[src/rtl/vend_pkg.sv]
// vend_pkg: shared definitions for the vending sequencer.
//   - FSM state encodings (also exported on the debug 'state' port)
//   - coin codes as presented on coin_val
//   - coin_value(): coin code -> credit units (1 unit = 5 cents)
package vend_pkg;

    typedef enum logic [1:0] {
        ST_IDLE     = 2'b00,
        ST_COLLECT  = 2'b01,
        ST_DISPENSE = 2'b10,
        ST_CHANGE   = 2'b11
    } vend_state_t;

    typedef enum logic [1:0] {
        COIN_NONE    = 2'b00,
        COIN_NICKEL  = 2'b01,
        COIN_DIME    = 2'b10,
        COIN_QUARTER = 2'b11
    } coin_t;

    // Returns 0 for an invalid code so callers can treat "value==0" as reject.
    function automatic logic [2:0] coin_value(input logic [1:0] code);
        case (code)
            COIN_NICKEL:  coin_value = 3'd1;
            COIN_DIME:    coin_value = 3'd2;
            COIN_QUARTER: coin_value = 3'd5;
            default:      coin_value = 3'd0;
        endcase
    endfunction

endpackage

[src/rtl/vend_timeout_timer.sv]
// vend_timeout_timer: idle-cycle counter for the COLLECT state.
//   clock  : system clock, rising edge
//   reset  : asynchronous active-low reset
//   clear  : restart the count at 0 (dominates enable)
//   enable : count this cycle
//   expire : high in the cycle the count sits at TIMEOUT-1 while enabled and
//            not cleared, i.e. the edge that ends the TIMEOUT-th idle cycle
module vend_timeout_timer #(
    parameter int TIMEOUT = 255,
    parameter int TMR_W   = 8
) (
    input  logic clock,
    input  logic reset,
    input  logic clear,
    input  logic enable,
    output logic expire
);

    localparam logic [TMR_W-1:0] LAST = TMR_W'(TIMEOUT - 1);

    logic [TMR_W-1:0] cnt;

    assign expire = enable & ~clear & (cnt == LAST);

    always_ff @(posedge clock or negedge reset) begin
        if (!reset)
            cnt <= '0;
        else if (clear)
            cnt <= '0;
        else if (enable)
            cnt <= expire ? '0 : cnt + TMR_W'(1);
    end

endmodule

[src/rtl/vend_sequencer.sv]
// vend_sequencer: coin collection, dispense handshake and change/refund payout.
//   clock, reset         : rising-edge clock, async active-low reset
//   coin_valid, coin_val : one-cycle coin event and its code
//   cancel               : refund request, honoured only in COLLECT
//   disp_req / disp_ack  : dispenser handshake
//   chg_req / chg_ack    : hopper handshake, one unit per req&ack cycle
//   credit, state, busy  : status (registered)
//   coin_reject          : one-cycle pulse, coin not accepted
//   vend_done            : one-cycle pulse, dispense acknowledged
module vend_sequencer
    import vend_pkg::*;
#(
    parameter int PRICE      = 3,
    parameter int MAX_CREDIT = 10,
    parameter int CREDIT_W   = 4,
    parameter int TIMEOUT    = 255,
    parameter int TMR_W      = 8
) (
    input  logic                clock,
    input  logic                reset,
    input  logic                coin_valid,
    input  logic [1:0]          coin_val,
    input  logic                cancel,
    output logic                disp_req,
    input  logic                disp_ack,
    output logic                chg_req,
    input  logic                chg_ack,
    output logic [CREDIT_W-1:0] credit,
    output logic [1:0]          state,
    output logic                busy,
    output logic                coin_reject,
    output logic                vend_done
);

    localparam logic [CREDIT_W-1:0] PRICE_C = CREDIT_W'(PRICE);
    localparam logic [CREDIT_W:0]   PRICE_S = (CREDIT_W+1)'(PRICE);
    localparam logic [CREDIT_W:0]   MAX_S   = (CREDIT_W+1)'(MAX_CREDIT);

    vend_state_t         st, st_n;
    logic [CREDIT_W-1:0] credit_n;
    logic                coin_reject_n, vend_done_n;
    logic [2:0]          val;
    logic [CREDIT_W:0]   sum;
    logic                cancel_hit, coin_ok, chg_pay;
    logic                tmr_expire;

    assign val        = coin_value(coin_val);
    // One spare bit so an overflowing coin is detected rather than wrapping.
    assign sum        = {1'b0, credit} + (CREDIT_W+1)'(val);
    assign cancel_hit = (st == ST_COLLECT) & cancel;
    // A coin is taken only while collecting, never alongside an honoured cancel.
    assign coin_ok    = coin_valid & (val != 3'd0)
                      & ((st == ST_IDLE) | (st == ST_COLLECT))
                      & ~cancel_hit & (sum <= MAX_S);
    assign chg_pay    = chg_req & chg_ack;

    vend_timeout_timer #(
        .TIMEOUT (TIMEOUT),
        .TMR_W   (TMR_W)
    ) u_tmr (
        .clock  (clock),
        .reset  (reset),
        .clear  ((st != ST_COLLECT) | coin_ok),
        .enable (st == ST_COLLECT),
        .expire (tmr_expire)
    );

    // State register
    always_ff @(posedge clock or negedge reset) begin
        if (!reset)
            st <= ST_IDLE;
        else
            st <= st_n;
    end

    // Next-state logic
    always_comb begin
        st_n = st;
        case (st)
            ST_IDLE:
                if (coin_ok)
                    st_n = (sum >= PRICE_S) ? ST_DISPENSE : ST_COLLECT;
            ST_COLLECT:
                if (cancel_hit)
                    st_n = ST_CHANGE;
                else if (coin_ok)
                    st_n = (sum >= PRICE_S) ? ST_DISPENSE : ST_COLLECT;
                else if (tmr_expire)
                    st_n = ST_CHANGE;
            ST_DISPENSE:
                if (disp_ack)
                    st_n = (credit > PRICE_C) ? ST_CHANGE : ST_IDLE;
            ST_CHANGE:
                // Leave on the edge that pays the last unit; the credit==0 arm
                // only guards against ever parking here with nothing owed.
                if ((credit == '0) | (chg_pay & (credit == CREDIT_W'(1))))
                    st_n = ST_IDLE;
            default:
                st_n = ST_IDLE;
        endcase
    end

    // Output logic: next values of the registered outputs
    always_comb begin
        credit_n      = credit;
        coin_reject_n = coin_valid & ~coin_ok;
        vend_done_n   = 1'b0;
        case (st)
            ST_IDLE, ST_COLLECT:
                if (coin_ok)
                    credit_n = sum[CREDIT_W-1:0];
            ST_DISPENSE:
                if (disp_ack) begin
                    credit_n    = credit - PRICE_C;
                    vend_done_n = 1'b1;
                end
            ST_CHANGE:
                if (chg_pay & (credit != '0))
                    credit_n = credit - CREDIT_W'(1);
            default: ;
        endcase
    end

    always_ff @(posedge clock or negedge reset) begin
        if (!reset) begin
            credit      <= '0;
            disp_req    <= 1'b0;
            chg_req     <= 1'b0;
            busy        <= 1'b0;
            coin_reject <= 1'b0;
            vend_done   <= 1'b0;
        end else begin
            credit      <= credit_n;
            disp_req    <= (st_n == ST_DISPENSE);
            chg_req     <= (st_n == ST_CHANGE) & (credit_n != '0);
            busy        <= (st_n == ST_DISPENSE) | (st_n == ST_CHANGE);
            coin_reject <= coin_reject_n;
            vend_done   <= vend_done_n;
        end
    end

    assign state = st;

endmodule

[config.mk]
export PLATFORM = sky130hd
export DESIGN_NAME = vend_sequencer
export DESIGN_NICKNAME = d
export VERILOG_FILES = /design/src/rtl/vend_pkg.sv /design/src/rtl/vend_timeout_timer.sv /design/src/rtl/vend_sequencer.sv
export SDC_FILE = /design/constraint.sdc
export NUM_CORES = 1
export LEC_CHECK = 0
export BUFFER_PORTS_ARGS = -buffer_cell sky130_fd_sc_hd__buf_2
export CAP_MARGIN = 20
export CORE_MARGIN = 4
export CORE_UTILIZATION = 45
export CTS_CLUSTER_SIZE = 12
export DETAILED_ROUTE_END_ITERATION = 10
export GPL_ROUTABILITY_DRIVEN = 0
export PLACE_DENSITY_LB_ADDON = 0.15
export REMOVE_ABC_BUFFERS = 1
export SETUP_SLACK_MARGIN = 0.5
export SYNTH_ARGS = -nofsm -noshare
export SYNTH_HDL_FRONTEND = slang
export SYNTH_HIERARCHICAL = 1
export SYNTH_SLANG_ARGS = --single-unit
[constraint.sdc]
create_clock -name clock -period 4.6 [get_ports clock]
set_clock_uncertainty 0.05 [all_clocks]
set_input_delay 0.69 -clock clock [delete_from_list [all_inputs] [get_ports clock]]
set_output_delay 0.69 -clock clock [all_outputs]
set_load 0.01 [all_outputs]
### After elaboration in Yosys (flattened, before gate mapping)

Cells that the tools add are included.

* output and inout bits: 11
* bits of input ports: 8
* flip-flop bits (word level): 19
* logic and storage cells: 71

* order comparisons: 3
* $add $sub $neg: 4
* muxes and demuxes: 19
* bitwise gates (word level): 19
* equality and inequality tests: 11
* reduce and logical (&&, ||, !) cells: 7

Operators with widths (count)
* two-way mux 8 bit: 3
* two-way mux 2 bit: 8
* AND 1 bit: 12
* equality test 2 bit (second input constant): 6
* two-way mux 4 bit: 3
* case mux 4 bit (3 select lines): 1
* case mux 3 bit (3 select lines): 1
* adder 8 x 1 -> 8 bit (second input constant): 1
* equality test 8 bit (second input constant): 1
* case mux 2 bit (4 select lines): 1
* nonzero test 4 bit: 2
* adder 4 x 3 -> 5 bit: 1
* greater-or-equal comparator 5 x 2 -> 1 bit (second input constant): 1
* less-or-equal comparator 5 x 4 -> 1 bit (second input constant): 1
* equality test 2 x 1 -> 1 bit (second input constant): 2
* equality test 4 x 1 -> 1 bit (second input constant): 1
* greater-than comparator 4 x 2 -> 1 bit (second input constant): 1
* zero test 4 bit: 1
* bitwise OR 1 bit: 4
* subtractor 4 x 1 -> 4 bit (second input constant): 1
* subtractor 4 x 2 -> 4 bit (second input constant): 1
* NOT 1 bit: 3
* nonzero test 3 bit: 1
* zero test 2 bit: 1
* 4 further kinds: 5

### Depth between registers and ports, before layout

* depth in word-level cells: 17
* mapped depth: 12
* depth with buffers taken out: 12

### By module

The synthesis kept the hierarchy.

By module, submodules not included
* vend_sequencer: area each 898.4 µm², cells each 95, seq. area each 250.2 µm², instances 1
* vend_timeout_timer: area each 506.7 µm², cells each 55, seq. area each 200.2 µm², instances 1

### Worst setup path before layout

OpenSTA, ideal clock, no wires.

* path kind: input port to flip-flop
* start point: in coin_val[0]
* end point: reg chg_req
* arrival time: 3.389 ns
* setup time: 0.084 ns
* path buffers: 0
* stages: 12
* setup slack: 1.077 ns
* required time: 4.466 ns
* cells stage by stage: ha_1 inv_1 fa_1 nand2b_1 a221o_1 o311ai_4 nand2_1 nand4b_2 nor3_1 a311o_1 o21ai_0 a41oi_2

* longest elaborated chain between the ends: 17
* elaborated cells on any way between the ends: 27
* those cells by class: add/sub: 1; order compare: 2; eq/ne: 4; mux: 9; bitwise: 9; reduce/logical: 2

RTL lines
* from (decl): line vend_sequencer.sv:22 `input logic [1:0] coin_val,`
* equality test 2 bit / equality test 2 x 1 -> 1 bit (equally long branches): line vend_pkg.sv:23 `case (code)`
* case mux 3 bit (3 select lines) *: line vend_pkg.sv:23
* parallel branches: the longest is 4 deep, another holds adder 4 x 3 -> 5 bit
* AND 1 bit *: line vend_sequencer.sv:54 `& ~cancel_hit & (sum <= MAX_S);`
* bitwise OR 1 bit *: line vend_sequencer.sv:63 `.clear ((st != ST_COLLECT) | coin_ok),`
* NOT 1 bit *: line vend_timeout_timer.sv:23 `assign expire = enable & ~clear & (cnt == LAST);`
* AND 1 bit * (2 in a row): line vend_timeout_timer.sv:23
* named net tmr_expire: line vend_sequencer.sv:45 `logic tmr_expire;`
* two-way mux 2 bit *: line vend_sequencer.sv:88 `else if (tmr_expire)`
* two-way mux 2 bit *: line vend_sequencer.sv:86 `else if (coin_ok)`
* two-way mux 2 bit *: line vend_sequencer.sv:84 `if (cancel_hit)`
* case mux 2 bit (4 select lines) *: line vend_sequencer.sv:79 `case (st)`
* equality test 2 bit *: line vend_sequencer.sv:135 `chg_req <= (st_n == ST_CHANGE) & (credit_n != '0);`
* AND 1 bit *: line vend_sequencer.sv:135
* to (signal assigned): line vend_sequencer.sv:135
* to (decl): line vend_sequencer.sv:26 `output logic chg_req,`

Mark *: on every way through the listed nets, which the timed path passes.
A chain may end at the register's enable or synchronous reset.

### Final worst setup path

* start point: reg credit[0]
* end point: reg chg_req

* longest elaborated chain between the ends: 13
* elaborated cells on any way between the ends: 33
* those cells by class: add/sub: 3; order compare: 3; eq/ne: 2; mux: 13; bitwise: 9; reduce/logical: 3

RTL lines
* from (decl): line vend_sequencer.sv:28 `output logic [CREDIT_W-1:0] credit,`
* from (signal assigned): line vend_sequencer.sv:133 `credit <= credit_n;`
* adder 4 x 3 -> 5 bit: line vend_sequencer.sv:49 `assign sum = {1'b0, credit} + (CREDIT_W+1)'(val);`
* less-or-equal comparator 5 x 4 -> 1 bit: line vend_sequencer.sv:54
* AND 1 bit: line vend_sequencer.sv:54
* bitwise OR 1 bit: line vend_sequencer.sv:63
* NOT 1 bit: line vend_timeout_timer.sv:23
* AND 1 bit (2 in a row): line vend_timeout_timer.sv:23
* named net tmr_expire: line vend_sequencer.sv:45
* two-way mux 2 bit: line vend_sequencer.sv:88
* two-way mux 2 bit: line vend_sequencer.sv:86
* two-way mux 2 bit: line vend_sequencer.sv:84
* case mux 2 bit (4 select lines): line vend_sequencer.sv:79
* equality test 2 bit: line vend_sequencer.sv:135
* AND 1 bit: line vend_sequencer.sv:135

The timed path passes the listed nets, and every way through them passes these cells.

==> impl_metrics.py <==
metrics = {
    "status": {
        "status": "complete, no violations",
    },
    "timing": {
        "relSlewSlack": 0.716,
        "maxSlewViolCount": 0,
        "grt_setup_unrepaired": "no",
        "fmax_mhz": 275,
        "hold_ws_ns": 0.267,
        "tns_ns": 0,
        "finalCritPeriodShare": 0.791,
        "layout_setup_ws_ns": 0.961,
        "tightest_slew_ns": 0.422,
        "setup_viol": 0,
        "min_period_ns": 3.64,
        "hold_viol": 0,
    },
    "cells_and_area": {
        "n_fill_cell": 271,
        "multi_input_area_um2": 873,
        "layout.nets": 188,
        "instances_no_fill": 213,
        "seq_area_um2": 450,
        "area_growth_pct": 11.8,
        "antenna_cells": 0,
        "final_design_area_no_fill_mm2": 0.00157,
        "layout-drive-gt1-share": 0.195,
    },
    "synthesis": {
        "syn-cell-area_mm2": 0.00141,
        "synth_seq_cells": 18,
        "netlist.area_leader.share": 0.321,
        "syn_avg_cell_area_um2": 9.37,
        "synth_seq_area_share": 0.321,
        "async_reset_ff_frac": 1.00,
        "synth_area_leaders": "dfrtp_1, ha_1, inv_1",
        "yosysTopAreaCell": "dfrtp_1",
        "yosysUniqueCellTypes": 56,
        "synth_edf_count": 0,
        "yosys_most_used_dff": "dfrtp_1",
        "synth_warnings": 6,
        "syn_inst": 150,
    },
    "global_route": {
        "grt_use_total": 0.169,
        "grt_pass1_vias": 1271,
        "antenna_found_initial": 0,
        "grt-ovfl-total": 0,
        "grt_max_degree": 19,
        "grt_pass1_wl_mm": 5.60,
    },
    "routing": {
        "final_antenna_net_count": 0,
        "first_iter_violations": 202,
        "wirelength_mm": 3.24,
        "drt_pass1_iterations": 4,
        "wl_per_cell_um": 15.2,
        "via_per_inst": 5.75,
        "drc": 0,
        "vias": 1224,
    },
    "power": {
        "p_sw_frac": 0.471,
        "ir_drop_v": 0.000327,
        "p_sw_w": 0.000408,
        "sequentialPowerShare": 0.308,
        "combPwrFrac": 0.600,
        "clockPowerShare": 0.091,
        "power_density_mw_per_mm2": 552,
        "p_leak_nw": 0.733,
        "internal_power_w": 0.000459,
    },
    "floorplanning": {
        "dieArea_mm2": 0.00408,
        "die_w_um": 63.9,
        "ioPinCount": 19,
        "fp.dieH_um": 63.9,
        "initial_utilization": 0.464,
        "core_area_mm2": 0.00303,
        "rows": 20,
    },
    "worst_setup_path": {
        "reg2reg_depth": 13,
        "cp_slowest_cell": "dfrtp_1",
        "start_kind": "flop",
        "worstSetupEndpointType": "flop",
        "crit_required_ns": 4.77,
        "crit_start": "credit[0]",
        "critPathMaxStageDelay_ns": 0.50,
        "arrival_ns": 3.81,
        "reg2reg_to": "chg_req",
        "crit_chain": "ha_1 -> inv_1 -> fa_1 -> nand2b_1 -> a221o_1 -> o311ai_4 -> nand2_1 -> buf_4 -> nand4b_2 -> nor3_1 -> a311o_1 -> o21ai_0 -> a41oi_2",
        "path_delay_family": "compound AO/OA/AOI/OAI gates",
        "crit_buf_inv": 2,
        "timing.rr.start": "credit[0]",
        "r2r_slack_ns": 0.96,
        "criticalPathCategory": "reg -> reg",
        "cp.depth": 13,
        "cp_max_fo": 12,
    },
    "clocking": {
        "cts_made_buffers": 3,
        "clockBufferDepth": 2,
        "cts_resized": 0,
        "cts_setup_buffers": 0,
        "clkTransAtPathRegs_ns": 0.11,
        "worstSkewPairLatency_ns": 0.29,
        "clockRootBuffer": "clkbuf_4",
        "cts_sinks": 18,
        "tritoncts": "yes",
        "ctsHoldBuffers": 0,
        "htree_levels": 1,
    },
    "placement": {
        "placed_cell_area_mm2": 0.00155,
        "dp_hpwl_mm": 2.46,
        "io_buffers": 18,
        "pre_cts_slack_ns": 0.699,
        "placed_cells": 210,
    },
    "min_path": {
        "hold_class": "in -> async",
    },
    "run": {
        "maxCapViolCount": 0,
    },
}
## cell usage in the layout, fill, tap and decap left out, types with 4 or more instances in the layout
master,count
dfrtp_1,18
buf_2,18
nand2b_1,5
nor2_1,5
o21ai_0,6
inv_1,15
nor3_1,4
nand2_1,9
nor2b_1,5
a21oi_1,7
nand3_1,6
ha_1,8
## routing by layer
layer,vias to the layer above,routed length [um],track usage
li1,591,-,-
met1,582,1380,0.196
met2,44,1670,0.295
met3,7,138,0.0228
met4,0,46,0.0970
met5,-,0,0
## power by group through the flow
stage | sequential, W | clock [W] | combinational (W)
finish | 0.000267 | 0.0000793 | 0.000520
global route | 0.000273 | 0.0000869 | 0.000571
CTS | 0.000265 | 0.0000823 | 0.000517
detailed placement | 0.000268 | 0 | 0.000516
global placement | 0.000268 | 0 | 0.000509
floorplan | 0.000268 | 0 | 0.000367
## logic make-up (layout without fill, tap and decap cells)
group	after synthesis	after routing	synth area share
mux	5	5	0.0418
simple gates	50	50	0.210
buf+inv	20	39	0.0579
xor+xnor	5	5	0.0445
compound gates	43	43	0.240
fa+ha+maj	9	9	0.0855
flops	18	18	0.321
## cell type report
class / count / area share
Clock buffer: 3 / 0.0143
Tap cell: 44 / 0.0351
Sequential cell: 18 / 0.287
Multi-Input combinational cell: 112 / 0.556
Timing Repair Buffer: 21 / 0.0717
Inverter: 15 / 0.0359
## synth_stat cells (4+ instances only)
library cell and n:
nand3_1 6, nand2b_1 5, nor3_1 4, o21ai_0 6, dfrtp_1 18, nor2_1 5
inv_1 15, nor2b_1 5, nand2_1 9, a21oi_1 7, ha_1 8
## worst register-to-register path: stages, from the launching register on
cell      delay (ns)
dfrtp_1         0.50
ha_1            0.23
inv_1           0.06
fa_1            0.45
nand2b_1        0.19
a221o_1         0.37
o311ai_4        0.29
nand2_1         0.08
buf_4           0.18
nand4b_2        0.29
nor3_1          0.39
a311o_1         0.24
o21ai_0         0.10
a41oi_2         0.16
## worst max-delay path by stage
stage	slack, ns	to
2_1_floorplan	0.86	chg_req
3_3_place_gp	0.83	chg_req
6_report	0.96	chg_req
3_5_place_dp	0.70	disp_req
4_1_cts	0.98	disp_req
5_1_grt	0.71	disp_req
## registers in the layout (all words and copies together) (netlist names)
| signal | flops |
|---|---|
| busy | 1 |
| chg_req | 1 |
| coin_reject | 1 |
| credit | 4 |
| disp_req | 1 |
| state | 1 |
| u_tmr/cnt | 8 |
| vend_done | 1 |
## stage by stage
step	utilization	total power (W)
6_report	0.519	0.000866
4_1_cts	0.519	0.000865
3_5_place_dp	0.511	0.000785
5_1_grt	0.519	0.000930
3_3_place_gp	0.511	0.000777
2_1_floorplan	-	0.000635
Note: power is estimated with default switching activity, not from simulation.
